===== src/rtl/qspi_cache_pkg.sv =====
// Shared types and helpers for the QSPI read-only line cache.
// Lines are 128 bits wide; flash order puts word 0 in the most significant bits.
package qspi_cache_pkg;

  typedef enum logic [1:0] {IDLE, ISSUE, WAIT, RESP} cache_state_t;

  localparam int LINE_BITS   = 128;
  localparam int WORD_BITS   = 32;
  localparam int OFFSET_BITS = 4;

  function automatic logic [WORD_BITS-1:0] word_sel(input logic [LINE_BITS-1:0] line,
                                                    input logic [1:0]           sel);
    logic [WORD_BITS-1:0] w;
    case (sel)
      2'd0:    w = line[127:96];
      2'd1:    w = line[95:64];
      2'd2:    w = line[63:32];
      default: w = line[31:0];
    endcase
    return w;
  endfunction

endpackage


===== src/rtl/qspi_line_cache_if.sv =====
// CPU fetch port and QSPI fill port of the line cache.
// Handshakes: a request transfers on the cycle where req_valid & req_ready are both high;
// rsp_valid is a single-cycle pulse; qspi_read_en pulses only while qspi_rready is high;
// qspi_dval is a single-cycle pulse carrying a complete line on qspi_dout.
interface qspi_line_cache_if;
  import qspi_cache_pkg::*;

  logic                 req_valid;
  logic [31:0]          req_addr;
  logic                 req_ready;
  logic                 rsp_valid;
  logic [WORD_BITS-1:0] rsp_data;
  logic [31:0]          qspi_addr;
  logic                 qspi_read_en;
  logic                 qspi_rready;
  logic [LINE_BITS-1:0] qspi_dout;
  logic                 qspi_dval;

  modport slave (
    input  req_valid, req_addr, qspi_rready, qspi_dout, qspi_dval,
    output req_ready, rsp_valid, rsp_data, qspi_addr, qspi_read_en
  );

  modport master (
    output req_valid, req_addr, qspi_rready, qspi_dout, qspi_dval,
    input  req_ready, rsp_valid, rsp_data, qspi_addr, qspi_read_en
  );

endinterface


===== src/rtl/qspi_cache_array.sv =====
// Direct-mapped valid/tag/data storage with a combinational lookup port,
// a single line write port and a whole-array flush.
module qspi_cache_array
  import qspi_cache_pkg::*;
#(
  parameter int LINES = 8,
  parameter int IDX_W = $clog2(LINES),
  parameter int TAG_W = 32 - OFFSET_BITS - IDX_W
) (
  input  logic                 clk,
  input  logic                 rst,
  input  logic                 flush,
  input  logic [IDX_W-1:0]     lk_idx,
  input  logic [TAG_W-1:0]     lk_tag,
  output logic                 lk_hit,
  output logic [LINE_BITS-1:0] lk_line,
  input  logic                 wr_en,
  input  logic [IDX_W-1:0]     wr_idx,
  input  logic [TAG_W-1:0]     wr_tag,
  input  logic [LINE_BITS-1:0] wr_data
);

  logic [LINES-1:0]     valid_q;
  logic [TAG_W-1:0]     tag_q  [LINES];
  logic [LINE_BITS-1:0] data_q [LINES];

  // Flush has priority so a line filled in the flush cycle stays invalid.
  always_ff @(posedge clk or negedge rst) begin
    if (!rst) begin
      valid_q <= '0;
    end else if (flush) begin
      valid_q <= '0;
    end else if (wr_en) begin
      valid_q[wr_idx] <= 1'b1;
    end
  end

  always_ff @(posedge clk) begin
    if (wr_en) begin
      tag_q[wr_idx]  <= wr_tag;
      data_q[wr_idx] <= wr_data;
    end
  end

  assign lk_hit  = valid_q[lk_idx] && (tag_q[lk_idx] == lk_tag);
  assign lk_line = data_q[lk_idx];

endmodule


===== src/rtl/qspi_line_cache.sv =====
// Direct-mapped read-only line cache in front of the QSPI read engine.
// Hits answer one cycle after acceptance; misses fetch a full 128-bit line first.
module qspi_line_cache
  import qspi_cache_pkg::*;
#(
  parameter int LINES = 8,
  parameter int CNT_W = 16
) (
  input  logic                   clk,
  input  logic                   rst,
  input  logic                   flush,
  qspi_line_cache_if.slave       bus,
  output logic [CNT_W-1:0]       hit_cnt,
  output logic [CNT_W-1:0]       miss_cnt,
  output cache_state_t           state
);

  localparam int IDX_W = $clog2(LINES);
  localparam int TAG_W = 32 - OFFSET_BITS - IDX_W;

  cache_state_t         state_q, state_d;
  logic [31:2]          addr_q;
  logic                 lk_hit;
  logic [LINE_BITS-1:0] lk_line;
  logic                 accept;
  logic                 fill_we;
  logic                 rsp_valid_q;
  logic [WORD_BITS-1:0] rsp_data_q;
  logic                 unused_addr_lsb;

  assign unused_addr_lsb = ^bus.req_addr[1:0];
  assign accept  = bus.req_valid && (state_q == IDLE);
  assign fill_we = (state_q == WAIT) && bus.qspi_dval;

  qspi_cache_array #(.LINES(LINES), .IDX_W(IDX_W), .TAG_W(TAG_W)) u_array (
    .clk     (clk),
    .rst     (rst),
    .flush   (flush),
    .lk_idx  (bus.req_addr[OFFSET_BITS +: IDX_W]),
    .lk_tag  (bus.req_addr[31 -: TAG_W]),
    .lk_hit  (lk_hit),
    .lk_line (lk_line),
    .wr_en   (fill_we),
    .wr_idx  (addr_q[OFFSET_BITS +: IDX_W]),
    .wr_tag  (addr_q[31 -: TAG_W]),
    .wr_data (bus.qspi_dout)
  );

  always_ff @(posedge clk or negedge rst) begin
    if (!rst) state_q <= IDLE;
    else      state_q <= state_d;
  end

  always_comb begin
    state_d          = state_q;
    bus.req_ready    = 1'b0;
    bus.qspi_read_en = 1'b0;
    bus.qspi_addr    = {addr_q[31:4], 4'h0};
    case (state_q)
      IDLE: begin
        bus.req_ready = 1'b1;
        if (accept && !lk_hit) state_d = ISSUE;
      end
      ISSUE: begin
        // The engine only samples read_en while idle, so the pulse waits for rready.
        if (bus.qspi_rready) begin
          bus.qspi_read_en = 1'b1;
          state_d          = WAIT;
        end
      end
      WAIT:    if (bus.qspi_dval) state_d = RESP;
      RESP:    state_d = IDLE;
      default: state_d = IDLE;
    endcase
  end

  always_ff @(posedge clk or negedge rst) begin
    if (!rst) begin
      addr_q      <= '0;
      rsp_valid_q <= 1'b0;
      rsp_data_q  <= '0;
      hit_cnt     <= '0;
      miss_cnt    <= '0;
    end else begin
      rsp_valid_q <= 1'b0;
      if (accept && lk_hit) begin
        rsp_valid_q <= 1'b1;
        rsp_data_q  <= word_sel(lk_line, bus.req_addr[3:2]);
        if (hit_cnt != '1) hit_cnt <= hit_cnt + 1'b1;
      end
      if (accept && !lk_hit) begin
        addr_q <= bus.req_addr[31:2];
        if (miss_cnt != '1) miss_cnt <= miss_cnt + 1'b1;
      end
      if (fill_we) begin
        rsp_valid_q <= 1'b1;
        rsp_data_q  <= word_sel(bus.qspi_dout, addr_q[3:2]);
      end
    end
  end

  assign bus.rsp_valid = rsp_valid_q;
  assign bus.rsp_data  = rsp_data_q;
  assign state         = state_q;

endmodule


===== src/flat_wrapper.sv =====
// flat-port wrapper written by rule: the top's interface ports become plain ports
module qspi_line_cache_flat import qspi_cache_pkg::*;
#(
  parameter int LINES = 8,
  parameter int CNT_W = 16
)
  (clk, rst, flush, hit_cnt, miss_cnt, state, bus_req_valid, bus_req_addr, bus_qspi_rready, bus_qspi_dout, bus_qspi_dval, bus_req_ready, bus_rsp_valid, bus_rsp_data, bus_qspi_addr, bus_qspi_read_en);
  qspi_line_cache_if bus_i ();
  input  logic clk;
  input  logic rst;
  input  logic flush;
  output logic [CNT_W-1:0] hit_cnt;
  output logic [CNT_W-1:0] miss_cnt;
  output cache_state_t state;
  input wire logic [$bits(bus_i.req_valid)-1:0] bus_req_valid;
  input wire logic [$bits(bus_i.req_addr)-1:0] bus_req_addr;
  input wire logic [$bits(bus_i.qspi_rready)-1:0] bus_qspi_rready;
  input wire logic [$bits(bus_i.qspi_dout)-1:0] bus_qspi_dout;
  input wire logic [$bits(bus_i.qspi_dval)-1:0] bus_qspi_dval;
  output wire logic [$bits(bus_i.req_ready)-1:0] bus_req_ready;
  output wire logic [$bits(bus_i.rsp_valid)-1:0] bus_rsp_valid;
  output wire logic [$bits(bus_i.rsp_data)-1:0] bus_rsp_data;
  output wire logic [$bits(bus_i.qspi_addr)-1:0] bus_qspi_addr;
  output wire logic [$bits(bus_i.qspi_read_en)-1:0] bus_qspi_read_en;
  assign bus_i.req_valid = bus_req_valid;
  assign bus_i.req_addr = bus_req_addr;
  assign bus_i.qspi_rready = bus_qspi_rready;
  assign bus_i.qspi_dout = bus_qspi_dout;
  assign bus_i.qspi_dval = bus_qspi_dval;
  assign bus_req_ready = bus_i.req_ready;
  assign bus_rsp_valid = bus_i.rsp_valid;
  assign bus_rsp_data = bus_i.rsp_data;
  assign bus_qspi_addr = bus_i.qspi_addr;
  assign bus_qspi_read_en = bus_i.qspi_read_en;
  qspi_line_cache #(.LINES(LINES), .CNT_W(CNT_W)) u_core (.clk(clk), .rst(rst), .flush(flush), .bus(bus_i), .hit_cnt(hit_cnt), .miss_cnt(miss_cnt), .state(state));
endmodule

===== config.mk =====
export PLATFORM = sky130hd
export DESIGN_NAME = qspi_line_cache_flat
export DESIGN_NICKNAME = d
export VERILOG_FILES = /design/src/rtl/qspi_cache_pkg.sv /design/src/rtl/qspi_line_cache_if.sv /design/src/rtl/qspi_cache_array.sv /design/src/rtl/qspi_line_cache.sv /design/src/flat_wrapper.sv
export SDC_FILE = /design/constraint.sdc
export NUM_CORES = 1
export LEC_CHECK = 0
export CAP_MARGIN = 20
export CORE_AREA = 8 8 305 307
export CTS_CLUSTER_DIAMETER = 80
export DETAILED_ROUTE_END_ITERATION = 7
export DIE_AREA = 0 0 313 315
export GPL_TIMING_DRIVEN = 0
export PLACE_DENSITY = 0.8
export SYNTH_ARGS = -nofsm -noshare
export SYNTH_HDL_FRONTEND = slang
export SYNTH_SLANG_ARGS = --single-unit
export TNS_END_PERCENT = 50

===== constraint.sdc =====
create_clock -name clk -period 21 [get_ports clk]
set_input_delay 4.2 -clock clk [delete_from_list [all_inputs] [get_ports clk]]
set_output_delay 4.2 -clock clk [all_outputs]
set_load 0.1 [all_outputs]

[Word-level counts from Yosys, hierarchy flattened]
Memory sizes are Yosys's and may differ from the RTL's.
Index checks and enable logic that the tools add are counted.
Cells by class
  reduce and logical (&&, ||, !) cells: 15
  add/sub/neg operators: 2
  bitwise gates (word level): 1
  multiplexer cells: 21
  equal/unequal tests: 13
  magnitude comparators: 3
Operator list (number)
  $pmux W32 S3: 2
  $mux W32: 2
  $add A16 B1 Y16 const B: 2
  $ne A16 B16 Y1 const B: 2
  $eq A25 B25 Y1: 1
  $mux W8: 2
  $mux W1: 9
  $eq A2 B2 Y1 const B: 4
  $lt A3 B4 Y1 const B: 2
  $or A8 B8 Y8: 1
  $pmux W2 S4: 1
  $eq A2 B1 Y1 const B: 3
  $logic_and A1 B1 Y1: 6
  $logic_not A2 Y1: 3
  $mux W2: 3
  $ne A2 B2 Y1 const B: 3
  $reduce_and A2 Y1: 2
  $reduce_bool A2 Y1: 2
  $bmux W1 S3: 1
  $demux W1 S3: 1
  $ge A3 B1 Y1 const B: 1
  $reduce_and A3 Y1: 1
  $logic_not A1 Y1: 1
Word-level totals
  input port bits: 166
  memories kept: 2
  logic and storage cells: 64
  RAM bits: 1224
  output and inout bits: 101
  register bits: 105
Memory list
  u_core.u_array.data_q: depth 8, bits a word 128, read ports 1, clocked after memory_dff 0, wr ports 1, RTL line qspi_cache_array.sv:25  | logic [LINE_BITS-1:0] data_q [LINES];
  u_core.u_array.tag_q: depth 8, bits a word 25, read ports 1, clocked after memory_dff 0, wr ports 1, RTL line qspi_cache_array.sv:24  | logic [TAG_W-1:0] tag_q [LINES];

[Depth between registers and ports, before layout]
Gate-level depths: netlist of the first run.
  depth in word-level cells: 7
  depth in mapped cells: 13
  mapped depth without buffers: 8

[Hierarchy]
A second synthesis of the first run with hierarchy kept.
Unflattened totals
  cells, all modules: 2417
  area total of the unflattened synthesis: 52479.1 um^2
Modules (own cells, without submodules)
  qspi_cache_array: area an instance 46422.0 um^2, times used 1, sequential area each 36955.4 um^2, cells each 1844
  qspi_line_cache: area an instance 6057.1 um^2, times used 1, sequential area each 2427.3 um^2, cells each 573

[Least setup slack after synthesis of the first run]
Ideal clock, no wire load.
  path type: input port to flip-flop
  from: input bus_qspi_dval
  to: memory u_core.u_array.data_q[0][0], enable pin
  stages: 2
  data arrival time: 18853 ps
  data required time: 19956 ps
  setup time: 1044 ps
  buffers on the path: 0
  slack: 1103 ps
  cell sequence: nand2_1 > nor4_1
Between the ends
  longest elaborated chain between the ends: 3
Ends and longest elaborated chain
  start: declaration: RTL line flat_wrapper.sv:19  | input wire logic [$bits(bus_i.qspi_dval)-1:0] bus_qspi_dval;
  $logic_and A1 B1 Y1: RTL line qspi_line_cache.sv:33  | assign fill_we = (state_q == WAIT) && bus.qspi_dval;
  $mux W1: RTL line qspi_cache_array.sv:39  | if (wr_en) begin
  $mux W1 (not written as such): RTL line qspi_cache_array.sv:41  | data_q[wr_idx] <= wr_data;
  end: declaration: RTL line qspi_cache_array.sv:25
No other way between the ends.

[Final worst setup path of the first run]
  from: input bus_qspi_rready
  to: output bus_qspi_read_en
Between the ends
  longest elaborated chain between the ends: 2
Ends and longest elaborated chain
  start: declaration: RTL line flat_wrapper.sv:17  | input wire logic [$bits(bus_i.qspi_rready)-1:0] bus_qspi_rready;
  $mux W1: RTL line qspi_line_cache.sv:66  | if (bus.qspi_rready) begin
  $mux W1: RTL line qspi_line_cache.sv:59  | case (state_q)
  end: declaration: RTL line flat_wrapper.sv:24  | output wire logic [$bits(bus_i.qspi_read_en)-1:0] bus_qspi_read_en;
No other way between the ends.

==> impl_metrics.ini, run 1 <==
[route]
antenna_left = 0
vias = 28800
drc_errors = 0
wl_per_cell_um = 35.9
drtIter0Drc = 4484
firstDrtPassIters = 5
vias_per_cell = 6.97
wirelength_um = 149000

[synth]
synth.yosys.warnings = 0
synth_top_area_cell = edfxtp_1
yosys.area.top_type_share_pct = 70.3
synth.avg_cell_area_um2 = 22.6
syn_area_mm2 = 0.0523
ys_types = 51
synth.area.top_cells = edfxtp_1 (70%), mux4_2 (17%), dfrtp_1 (5.0%), mux2i_1 (1.4%), buf_4 (0.53%)
yosys_register_bits = 1329
netlist_instances = 2314
ys_seq_area_share_pct = 75.3

[timing]
setup_slack_ns = 10.84
worst_pin_slew_ns = 1.35
setup_violations = 0
relSlewSlack_pct = 9.95
hold_viol_final = 0
timing.final.crit_period_ns = 10.16
setup_tns_ns = 0
slew_violations = 0
finalCritPeriodShare_pct = 48.4
timing.fmax_mhz = 98.4
rsz0062_at_grt = false
finClkSkew_ns = 0.0298

[global_route]
grt_pass1_vias = 29400
antenna_found_initial = 28
grt-ovfl-total = 0
grt_pass1_wl_um = 205000
grt_max_degree = 67
grtUsageTotal_pct = 29.1

[floorplanning]
coreArea_mm2 = 0.0880
start_util_pct = 59.4
row_count = 109
die-area_mm2 = 0.0986
die_y_um = 315
io_pins = 267
die_x_um = 313

[setup_path]
cp_max_fo = 2
reg2reg_setup_slack_ns = 16.79
slowest_delay_ns = 1.13
critPathKind = in -> out
timing.rr.end = u_core.u_array.data_q[4][18]
worstRegToRegCells = 11
crit_chain = clkdlybuf4s50_1 -> and2_1 -> clkdlybuf4s50_1
endpoint_kind = output port
worst_path_most_repeated_cell = clkdlybuf4s50_1
crit_arrival_ns = 5.96
required_ns = 16.80
setup.worst_path.start_class = input pin
worst_path_max_delay_cell = clkdlybuf4s50_1
crit-reg2reg-launch = u_core.state[0]

[clocking]
clk_latency_ns = 0.73
cts_setup_buffers = 0
cts_hold_buf = 0
root_buffer = clkbuf_16
cts_buffers = 130
ctsLongestPathBuffers = 3
cts_tree = done
htree_levels = 4
path_clk_slew_ns = 0.06
cts.sinks = 1329
cts.repair.resized = 0

[pwr]
power.total_mw = 7.08
power.leakage_nw = 20.7
p_per_area_mw_per_mm2 = 113
peakVddDrop_uv = 126

[layout]
multi_input_area_mm2 = 0.0121
fin_cells = 4140
drive_gt1_share_pct = 28.4
finalNetCount = 3029
final_util_pct = 71.0
seq_area_mm2 = 0.0394
areaGrowthSynthToFinish_pct = 19.5
fill_cells = 4807

[placement]
pre_cts_slack_ns = 10.83
dp_hpwl_um = 91300
io_buffers = 254
dp_cells = 3877
gp_congestion = 0.808

[run_status]
status = finished clean

[run]
max_cap_viol_count = 0

[min_path]
worstHoldStart = u_core.hit_cnt[11]
holdCritPathClass = reg -> reg
min_path_cells = 1
holdPathEnd = u_core.hit_cnt[11]
## stage by stage
step           instance area, µm²  hold WS (ns)
2_1_floorplan               52300         0.461
3_3_place_gp                56300         0.472
3_5_place_dp                58200         0.485
4_1_cts                     62200         0.496
5_1_grt                     62400         0.510
6_report                    62500         0.494
## kinds of logic (layout without fill, tap and decap cells)
logic type               after synthesis  after routing  share of synthesized area [%]
AO/OA/AOI/OAI                         63             63                          0.967
XOR/XNOR                              44             44                          0.737
adder cells (fa/ha/maj)                5              5                          0.120
buffers and inverters                161            803                           1.56
flip-flops                          1329           1329                           75.3
multiplexers                         505            505                           19.2
other                                  1             20                        0.00717
AND/OR/NAND/NOR                      206            206                           2.04
## worst max path at each step
| stage | end | slack (ns) | cells past startpoint | from |
|---|---|---|---|---|
| 2_1_floorplan | u_core.u_array.data_q[0][0] | 1.10 | 2 | bus_qspi_dval |
| 3_3_place_gp | u_core.u_array.data_q[0][18] | -14.49 | 3 | bus_qspi_dval |
| 3_5_place_dp | bus_qspi_read_en | 10.83 | 3 | bus_qspi_rready |
| 4_1_cts | bus_qspi_read_en | 10.82 | 3 | bus_qspi_rready |
| 5_1_grt | bus_qspi_read_en | 10.79 | 3 | bus_qspi_rready |
| 6_report | bus_qspi_read_en | 10.84 | 3 | bus_qspi_rready |
## Yosys cell counts, drive strengths merged
library cell	count
edfxtp	1224
mux4	394
dfrtp	105
buf	102
mux2i	73
nand2	54
clkbuf	53
nand3	47
mux2	38
o311ai	32
xor2	31
nor2	29
nand4	17
xnor2	13
nor4	12
and3	10
and2	9
nor3	9
a22oi	8
a21oi	6
inv	6
ha	5
nand2b	5
nor2b	5
o2111ai	4
a22o	2
nor3b	2
nor4b	2
o211ai	2
o21a	2
o21ai	2
or2	2
or3	2
a211oi	1
a221o	1
a31o	1
a31oi	1
and4bb	1
conb	1
o21ba	1
## critical path: cells and delay by family
kind | cells | cell delay [ns]
simple gates | 1 | 0.14
buf+inv | 2 | 1.62
## report_power, final
part           total [mW]  switching (mW)  internal [mW]
Combinational        1.51            1.02          0.492
Sequential           3.33           0.152           3.18
Clock                2.24           0.975           1.27
## metal layers
layer,part of all wire [%],up-vias,global-route usage [%]
met4,4.9,20,14.0
li1,-,10900,-
met1,32,14900,35.5
met2,50,2578,47.5
met3,13,482,9.22
met5,0.091,-,0
## cell usage in the layout (no fill, tap or decap), types with 6 or more instances in the layout
cell / n
nor2_1: 26
buf_4: 62
buf_8: 31
buf_2: 30
a21oi_1: 6
o311ai_1: 12
mux2_2: 18
xnor2_1: 13
clkbuf_1: 83
inv_1: 6
buf_6: 77
buf_12: 20
o311ai_0: 20
and2_1: 9
nor4_1: 9
clkinv_2: 25
edfxtp_1: 1224
buf_1: 31
nand4_1: 16
mux2i_1: 72
nand3_1: 47
a22oi_1: 8
buf_16: 7
diode_2: 16
clkinv_1: 20
and3_1: 10
clkbuf_16: 139
nand2_1: 54
mux4_2: 393
clkbuf_8: 10
clkdlybuf4s50_1: 253
xor2_1: 31
mux2_1: 20
dfrtp_1: 105
## registers in the layout, summed over array words and instances (netlist names)
signal,cells
u_core.addr_q,30
u_core.bus.rsp_valid,1
u_core.bus.rsp_data,32
u_core.u_array.valid_q,8
u_core.u_array.tag_q,200
u_core.hit_cnt,16
u_core.state,2
u_core.miss_cnt,16
u_core.u_array.data_q,1024
## cell type report
| cell class | instances | area share (%) |
|---|---|---|
| Inverter | 6 | 0.0360 |
| Clock inverter | 54 | 0.517 |
| Sequential cell | 1329 | 63.0 |
| Antenna cell | 16 | 0.0641 |
| Buffer | 155 | 1.27 |
| Clock buffer | 179 | 5.97 |
| Tap cell | 1165 | 2.33 |
| Multi-Input combinational cell | 827 | 19.4 |
| Timing Repair Buffer | 409 | 7.36 |
(Power assumes the default switching activity.)
==> run 2, diff against run 1 <==
CORE_AREA = 8 8 321 323   (was 8 8 305 307)
DIE_AREA = 0 0 329 331   (was 0 0 313 315)
PLACE_DENSITY = 0.76   (was 0.8)
clock period = 8.5 ns   (was 21 ns; I/O delays follow)
==> run 2 against run 1 <==
First-iteration DRC count decreased by 17%. Clock skew increased by 0.0041 ns. Sequential cell count unchanged. Largest cell class unchanged. Register-to-register slack got worse by 12 ns. Clock-buffer cell count down 8. Power up 150%. Combinational power increased by 140%. Cell count up 2.8%. Die area grew 10%. Clock power grew to 2.6 times the previous value. Critical path depth is 9 higher. Wire length shrank 6.1%.
==> impl_metrics.ini, run 2 (synthesized netlist as in run 1, its figures left out) <==
[run_status]
status = finished clean

[route]
firstDrtPassIters = 6
antenna_left = 0
vias = 27600
wirelength_um = 139000
drc_errors = 0
vias_per_cell = 6.48
drtIter0Drc = 3707
wl_per_cell_um = 32.7

[timing]
worst_pin_slew_ns = 1.23
setup_slack_ns = 3.05
hold_viol_final = 0
finClkSkew_ns = 0.0339
relSlewSlack_pct = 18.2
slew_violations = 0
setup_tns_ns = 0
holdWs_ns = 0.484
setup_violations = 0
rsz0062_at_grt = false
timing.final.crit_period_ns = 5.45
timing.fmax_mhz = 184
finalCritPeriodShare_pct = 64.1

[setup_path]
cp_max_fo = 10
endpoint_kind = register
path_delay_family = buffers and inverters
worstRegToRegCells = 10
slowest_delay_ns = 0.58
reg2reg_setup_slack_ns = 4.37
critPathKind = in -> reg
required_ns = 9.02
setup.worst_path.start_class = input pin
worst-path-buf-inv = 5
crit_chain = buf_4 -> buf_2 -> buf_2 -> mux2i_1 -> xor2_1 -> nand3_1 -> nor4_2 -> nand4_2 -> buf_2 -> buf_1 -> nand3_1 -> o311ai_0
crit-reg2reg-launch = u_core.u_array.tag_q[1][20]
worst_path_max_delay_cell = nand4_2
worst_path_most_repeated_cell = buf_2
timing.rr.end = u_core.bus.rsp_data[11]
crit_arrival_ns = 5.96

[pwr]
p_per_area_mw_per_mm2 = 280
peakVddDrop_uv = 236
power.leakage_nw = 20.7

[layout]
finalNetCount = 3017
areaGrowthSynthToFinish_pct = 20.5
final_common_cell = edfxtp_1
drive_gt1_share_pct = 28.3
mostFrequentLayoutCells = edfxtp_1 (1224), mux4_2 (393), clkdlybuf4s50_1 (253)
fin_cells = 4257
regMostFlops = u_core.u_array.data_q
final_util_pct = 64.5
largest_reg_flops = 1024

[placement]
pre_cts_slack_ns = 2.58
gp_congestion = 0.814
dp_cells = 3994
io_buffers = 254
dp_hpwl_um = 91700

[clocking]
cts_setup_buffers = 0
cts.sinks = 1329
path_clk_slew_ns = 0.06
ctsLongestPathBuffers = 3
root_buffer = clkbuf_16
clk_latency_ns = 0.73
cts_tree = done
cts_buffers = 131
cts.repair.resized = 0
cts_hold_buf = 0
htree_levels = 4

[floorplanning]
row_count = 115
die-area_mm2 = 0.109
die_x_um = 329
io_pins = 267
die_y_um = 331
start_util_pct = 53.5
coreArea_mm2 = 0.0977

[global_route]
grt-ovfl-total = 0
grt_pass1_vias = 28600
grt_max_degree = 62
grt_pass1_wl_um = 199000
grtUsageTotal_pct = 25.6
antenna_found_initial = 31

[min_path]
holdCritPathClass = reg -> reg
min_path_cells = 1
worstHoldStart = u_core.hit_cnt[9]
holdPathEnd = u_core.hit_cnt[9]

[run]
max_cap_viol_count = 0
-- run 2: report_power, final --
group | total (mW) | internal (mW) | switching [mW] | leakage, nW
Sequential | 8.21 | 7.85 | 0.357 | 12.4
Combinational | 3.68 | 1.23 | 2.45 | 6.28
Clock | 5.75 | 3.32 | 2.43 | 2.07
-- run 2: final cells by class --
cell class	count	area, µm²
antenna	18	45.0
inverter	6	22.5
multi-input combinational	827	12100
fill	6070	34700
timing repair buffer	396	4730
tap	1287	1610
buffer	155	792
clock buffer	171	3530
sequential	1329	39400
clock inverter	68	727
-- run 2: metrics by stage --
stage,instance area [µm²],power [mW]
final,63000,17.6
after global routing,63000,18.1
after CTS,62900,17.7
after detailed placement,58600,12.0
after global placement,56400,11.9
after floorplan,52300,10.7
-- run 2: worst max-delay path by stage --
stage                    start                      endpoint  slack, ns  depth (start not counted)
6_report       bus_req_addr[5]       u_core.bus.rsp_data[11]       3.05                         12
5_1_grt        bus_req_addr[5]       u_core.bus.rsp_data[11]       2.92                         12
4_1_cts        bus_req_addr[5]       u_core.bus.rsp_data[11]       3.23                         12
3_5_place_dp   bus_req_addr[5]       u_core.bus.rsp_data[13]       2.58                         12
3_3_place_gp     bus_qspi_dval  u_core.u_array.data_q[1][49]     -17.00                          3
2_1_floorplan    bus_qspi_dval   u_core.u_array.data_q[3][0]      -4.71                          2
-- run 2: per-layer routing --
layer  vias to the layer above  track usage [%]  share of wire, %
met2                      1829             42.0                50
met5                         -                0              0.12
li1                      10900                -                 -
met1                     14500             32.7                36
met3                       308             7.57                11
met4                        26             9.24               3.1
